**config.mk**
```make
export PLATFORM = sky130hd
export DESIGN_NAME = mem_wb_pipe
export DESIGN_NICKNAME = d
export VERILOG_FILES = /design/src/rtl/mem_wb_pipe_pkg.sv /design/src/rtl/mem_wb_pipe_wb_entry_reg.sv /design/src/rtl/mem_wb_pipe.sv
export SDC_FILE = /design/constraint.sdc
export NUM_CORES = 1
export LEC_CHECK = 0
export ABC_AREA = 1
export BUFFER_PORTS_ARGS = -buffer_cell sky130_fd_sc_hd__buf_2
export CORE_ASPECT_RATIO = 1.4
export CORE_MARGIN = 5
export CORE_UTILIZATION = 40
export CTS_CLUSTER_SIZE = 24
export DETAILED_ROUTE_END_ITERATION = 7
export HOLD_SLACK_MARGIN = 0.1
export MAX_ROUTING_LAYER = met4
export PLACE_DENSITY = 0.69
export SLEW_MARGIN = 15
export SYNTH_ARGS = -nofsm -noshare
export SYNTH_HDL_FRONTEND = slang
export SYNTH_HIERARCHICAL = 1
export SYNTH_SLANG_ARGS = --single-unit
export TNS_END_PERCENT = 20
```
**constraint.sdc**
```tcl
create_clock -name clk -period 2.51 [get_ports clk]
set_input_delay 0.502 -clock clk [delete_from_list [all_inputs] [get_ports clk]]
set_output_delay 0.502 -clock clk [all_outputs]
set_load 0.005 [all_outputs]
```
**src/rtl/mem_wb_pipe_pkg.sv**
```systemverilog
// Shared encodings, control-state encoding and entry sizing for the MEM->WB pipe.
package mem_wb_pipe_pkg;

  localparam logic        RSTENABLE    = 1'b1;
  localparam logic        WRITEENABLE  = 1'b1;
  localparam logic        WRITEDISABLE = 1'b0;
  localparam int unsigned NOPREGADDR   = 0;
  localparam int unsigned ZEROWORD     = 0;

  // Encoded as {skid_valid, main_valid}
  typedef enum logic [1:0] {
    ST_EMPTY = 2'b00,
    ST_ONE   = 2'b01,
    ST_TWO   = 2'b11
  } state_e;

  // Width of one {wd, wreg, wdata, whilo, hi, lo} entry
  function automatic int unsigned entry_w(input int unsigned data_w, input int unsigned regaddr_w);
    return 3 * data_w + regaddr_w + 2;
  endfunction

endpackage

```
**src/rtl/mem_wb_pipe_wb_entry_reg.sv**
```systemverilog
// One write-back entry register: synchronous clear wins over enable-load.
module wb_entry_reg #(
  parameter int unsigned W = 8
) (
  input  logic         clk,
  input  logic         clr,
  input  logic         en,
  input  logic [W-1:0] d,
  output logic [W-1:0] q
);

  always_ff @(posedge clk) begin
    if (clr) begin
      q <= '0;
    end else if (en) begin
      q <= d;
    end
  end

endmodule

```
**src/rtl/mem_wb_pipe.sv**
```systemverilog
// MEM->WB pipeline register with a 2-entry skid buffer, flush and optional HI/LO channel.
module mem_wb_pipe
  import mem_wb_pipe_pkg::*;
#(
  parameter int unsigned DATA_W    = 32,
  parameter int unsigned REGADDR_W = 5,
  parameter int unsigned HILO_EN   = 1
) (
  input  logic                 clk,
  input  logic                 rst,
  input  logic                 flush,
  input  logic                 in_valid,
  output logic                 in_ready,
  input  logic [REGADDR_W-1:0] in_wd,
  input  logic                 in_wreg,
  input  logic [DATA_W-1:0]    in_wdata,
  input  logic                 in_whilo,
  input  logic [DATA_W-1:0]    in_hi,
  input  logic [DATA_W-1:0]    in_lo,
  output logic                 out_valid,
  input  logic                 out_ready,
  output logic [REGADDR_W-1:0] out_wd,
  output logic                 out_wreg,
  output logic [DATA_W-1:0]    out_wdata,
  output logic                 out_whilo,
  output logic [DATA_W-1:0]    out_hi,
  output logic [DATA_W-1:0]    out_lo
);

  localparam int unsigned ENTRY_W = entry_w(DATA_W, REGADDR_W);

  typedef struct packed {
    logic [REGADDR_W-1:0] wd;
    logic                 wreg;
    logic [DATA_W-1:0]    wdata;
    logic                 whilo;
    logic [DATA_W-1:0]    hi;
    logic [DATA_W-1:0]    lo;
  } wb_entry_t;

  state_e    state_q, state_d;
  wb_entry_t in_e, main_d, main_q, skid_q;
  logic      accept, pop;
  logic      main_ld, main_from_skid, skid_ld, clr_c, entry_clr;

  assign accept    = in_valid & in_ready;
  assign pop       = out_valid & out_ready;
  assign entry_clr = (rst == RSTENABLE) | clr_c;

  // Pack the incoming result; HI/LO fields stay constant zero when the channel is absent
  always_comb begin
    in_e       = '0;
    in_e.wd    = in_wd;
    in_e.wreg  = in_wreg;
    in_e.wdata = in_wdata;
    if (HILO_EN != 0) begin
      in_e.whilo = in_whilo;
      in_e.hi    = in_hi;
      in_e.lo    = in_lo;
    end
  end

  assign main_d = main_from_skid ? skid_q : in_e;

  wb_entry_reg #(.W(ENTRY_W)) u_main (
    .clk (clk),
    .clr (entry_clr),
    .en  (main_ld),
    .d   (main_d),
    .q   (main_q)
  );

  wb_entry_reg #(.W(ENTRY_W)) u_skid (
    .clk (clk),
    .clr (entry_clr),
    .en  (skid_ld),
    .d   (in_e),
    .q   (skid_q)
  );

  // State register; handshake flags are flopped from the next state
  always_ff @(posedge clk) begin
    if (rst == RSTENABLE) begin
      state_q   <= ST_EMPTY;
      in_ready  <= 1'b1;
      out_valid <= 1'b0;
    end else begin
      state_q   <= state_d;
      in_ready  <= (state_d != ST_TWO);
      out_valid <= (state_d != ST_EMPTY);
    end
  end

  // Next state and entry-register controls; flush overrides any accept/pop
  always_comb begin
    state_d        = state_q;
    main_ld        = 1'b0;
    main_from_skid = 1'b0;
    skid_ld        = 1'b0;
    clr_c          = 1'b0;
    if (flush) begin
      state_d = ST_EMPTY;
      clr_c   = 1'b1;
    end else begin
      case (state_q)
        ST_EMPTY: begin
          if (accept) begin
            state_d = ST_ONE;
            main_ld = 1'b1;
          end
        end
        ST_ONE: begin
          if (accept && pop) begin
            main_ld = 1'b1;
          end else if (accept) begin
            state_d = ST_TWO;
            skid_ld = 1'b1;
          end else if (pop) begin
            state_d = ST_EMPTY;
          end
        end
        ST_TWO: begin
          if (pop) begin
            state_d        = ST_ONE;
            main_ld        = 1'b1;
            main_from_skid = 1'b1;
          end
        end
        default: begin
          state_d = ST_EMPTY;
          clr_c   = 1'b1;
        end
      endcase
    end
  end

  // Head presentation; enables are masked so a bubble never writes
  always_comb begin
    out_wd    = main_q.wd;
    out_wreg  = (main_q.wreg == WRITEENABLE) & out_valid;
    out_wdata = main_q.wdata;
    out_whilo = WRITEDISABLE;
    out_hi    = DATA_W'(ZEROWORD);
    out_lo    = DATA_W'(ZEROWORD);
    if (HILO_EN != 0) begin
      out_whilo = (main_q.whilo == WRITEENABLE) & out_valid;
      out_hi    = main_q.hi;
      out_lo    = main_q.lo;
    end
  end

endmodule
```
==> impl_metrics.env <==
export IMPL_maxCapViolCount=0
export IMPL_setup_viol=0
export IMPL_placed_cell_area_mm2=0.0112
export IMPL_intPower_mw=5.53
export IMPL_vias_per_cell=4.46
export IMPL_clock_sinks=210
export IMPL_relSlewSlack_pct=62.5
export IMPL_grt_usage_pct=17.3
export IMPL_crit_slowest_cell="clkinv_2"
export IMPL_routed_wirelength_um=25300
export IMPL_synth_top_area_share_pct=41.1
export IMPL_ys_seq_area_share_pct=41.1
export IMPL_grt_pass1_wl_um=42100
export IMPL_worstPathCellList="inv_1 -> o21ai_0 -> clkinv_2 -> buf_4 -> nand2_1 -> nor2_1"
export IMPL_ioPinCount=213
export IMPL_row_count=69
export IMPL_htreeDepth=1
export IMPL_gr_total_overflow=0
export IMPL_cp_end_kind="flop"
export IMPL_gr_usage_met1_pct=20.7
export IMPL_postLayoutSetupSlackWorst_ps=654
export IMPL_yosys_top_cells_area="dfxtp_1 41%, nand2_1 23%, nor2_1 15%, inv_1 8.0%, nand3_1 5.2%"
export IMPL_slowest_delay_ps=520
export IMPL_cts_repair_resized=0
export IMPL_crit_type="reg2reg"
export IMPL_ant_nets=0
export IMPL_antenna_found_initial=0
export IMPL_hold_violations=0
export IMPL_cts_buffers=22
export IMPL_core_area_mm2=0.0253
export IMPL_finalCritPeriodShare_pct=73.9
export IMPL_status="complete, no violations"
export IMPL_synth_seq_cells=210
export IMPL_n_antenna_cell=0
export IMPL_synth_top_area_cell="dfxtp_1"
export IMPL_syn_area_mm2=0.0102
export IMPL_seq_area_mm2=0.00420
export IMPL_hold_worst_slack_ps=288
export IMPL_num_fill_cells=2683
export IMPL_worst_setup_path_start_kind="flop"
export IMPL_synth_most_common_cell="nand2_1"
export IMPL_pwr_share_seq_pct=47.1
export IMPL_grt_max_degree=114
export IMPL_period_needed_ps=1860
export IMPL_p_sw_share_pct=24.3
export IMPL_place_hpwl_um=16000
export IMPL_fp_dieW_um=145
export IMPL_ys_warn_count=6
export IMPL_crit_fanout=28
export IMPL_stdcell_area_mm2=0.0119
export IMPL_grt_most_used_layer="met2"
export IMPL_ys_top_cells_by_count="627 x nand2_1, 414 x nor2_1, 217 x inv_1"
export IMPL_p_per_area_mw_per_mm2=613
export IMPL_grt_met3_usage_pct=3.13
export IMPL_syn_num_nets=1787
export IMPL_pwr_share_clk_pct=42.7
export IMPL_die_area_mm2=0.0289
export IMPL_grt_pass1_vias=8830
export IMPL_layout_drive_gt1_share_pct=14.5
export IMPL_skew_ps=7.26
export IMPL_tightest_slew_ps=563
export IMPL_power_switching_mw=1.78
export IMPL_cts_tree="yes"
export IMPL_synth_cell_types=13
export IMPL_synth_edf_count=0
export IMPL_final_nets=1940
export IMPL_place_congestion=0.796
export IMPL_ir_worst_vdd_v=0.000517
export IMPL_drv_slew=0
export IMPL_cp_arrival_ps=2240
export IMPL_synthArstFlopShare_pct=0
export IMPL_worstSkewPairLatency_ps=500
export IMPL_met2_usage_pct=30.4
export IMPL_cts_setup_buffers=0
export IMPL_netlist_instances=1679
export IMPL_required_ps=2900
export IMPL_die_y_um=199
export IMPL_rsz0062_at_grt="no"
export IMPL_fin_tns_setup_ps=0
export IMPL_dr_pass1_iters=5
export IMPL_first_iter_violations=378
export IMPL_multi_input_comb_area_mm2=0.00448
export IMPL_port_buffers=212
export IMPL_p_leak_nw=6.21
export IMPL_cts_hold_buf=0
export IMPL_fmax_ghz=0.539
export IMPL_clock_tree_root_cell="clkbuf_16"
export IMPL_clkTransAtPathRegs_ps=60
export IMPL_initial_utilization_pct=40.4
export IMPL_post_place_ws_ps=400
export IMPL_comb_power_share_pct=10.2
export IMPL_vias=9641
export IMPL_cts_max_path_buffers=3
export IMPL_areaGrowthSynthToFinish_pct=16.6
export IMPL_wire_per_inst_um=11.7
export IMPL_drc_errors=0
export IMPL_synth_ff_type="dfxtp_1"
export IMPL_postLayoutCoreUtil_pct=47.1
export IMPL_avgSynthCellArea_um2=6.09
export IMPL_hold_class="in2reg"
[cell type report]
cell class,instances,share of cell area [%]
Clock buffer,35,5.62
Clock inverter,2,0.115
Inverter,218,6.89
Multi-Input combinational cell,1150,37.6
Sequential cell,210,35.3
Tap cell,319,3.35
Timing Repair Buffer,230,11.2
[metrics by stage]
stage | power (mW) | instances
after detailed placement | 4.27 | 2127
final | 7.31 | 2164
after floorplan | 4.03 | 1679
after CTS | 7.44 | 2164
after global routing | 7.70 | 2164
after global placement | 4.26 | 2127
[power by group through the flow]
stage	Sequential [mW]	Combinational, mW	Clock (mW)
6_report	3.45	0.745	3.12
5_1_grt	3.45	0.865	3.38
4_1_cts	3.45	0.756	3.24
3_5_place_dp	3.52	0.752	0
3_3_place_gp	3.52	0.744	0
2_1_floorplan	3.52	0.510	0
[layer usage]
layer | wire (um) | up-vias
met3 | 1430 | 35
met4 | 507 | 0
met1 | 10900 | 4217
met5 | 0 | -
li1 | - | 5162
met2 | 12500 | 227
[state kept, by name, summed over array words and instances, names as in the netlist]
signal / cells
in_ready: 1
u_skid/q: 103
out_valid: 1
u_main/q: 103
state_q: 2
[worst paths after layout]
kind	cells past startpoint	start	slack, ps	end
worst max-delay path	6	state_q[1]$_SDFF_PP0_	650	u_main/q[0]$_SDFFE_PP0P_
worst min-delay path	3	rst	290	in_ready$_SDFF_PP1_
worst max register to register	6	state_q[1]$_SDFF_PP0_	650	u_main/q[0]$_SDFFE_PP0P_
worst min register to register	2	u_main/q[94]$_SDFFE_PP0P_	460	u_main/q[94]$_SDFFE_PP0P_
[critical path: cells and delay by family, from the launching register on]
family                 cells  cell delay, ps
buffers and inverters      3             950
flip-flops                 1             330
AO/OA/AOI/OAI              1             320
AND/OR/NAND/NOR            2             140
[placed cells by master (no fill, tap or decap), types with 4 or more instances in the layout]
master	Yosys	routed
buf_4	18	7
clkbuf_1	15	7
buf_12	0	11
buf_2	34	212
nand2_1	627	626
clkbuf_16	0	23
nor2_1	414	413
nand3_1	106	106
clkinv_2	0	4
clkbuf_8	0	5
inv_1	217	215
dfxtp_1	210	210
[cells by family after synthesis]
logic type | Yosys count | share of synthesized area [%]
AO/OA/AOI/OAI | 1 | 0.0489
flip-flops | 210 | 41.1
buffers and inverters | 319 | 15.3
AND/OR/NAND/NOR | 1149 | 43.5
Power figures use the tool's default switching activity.
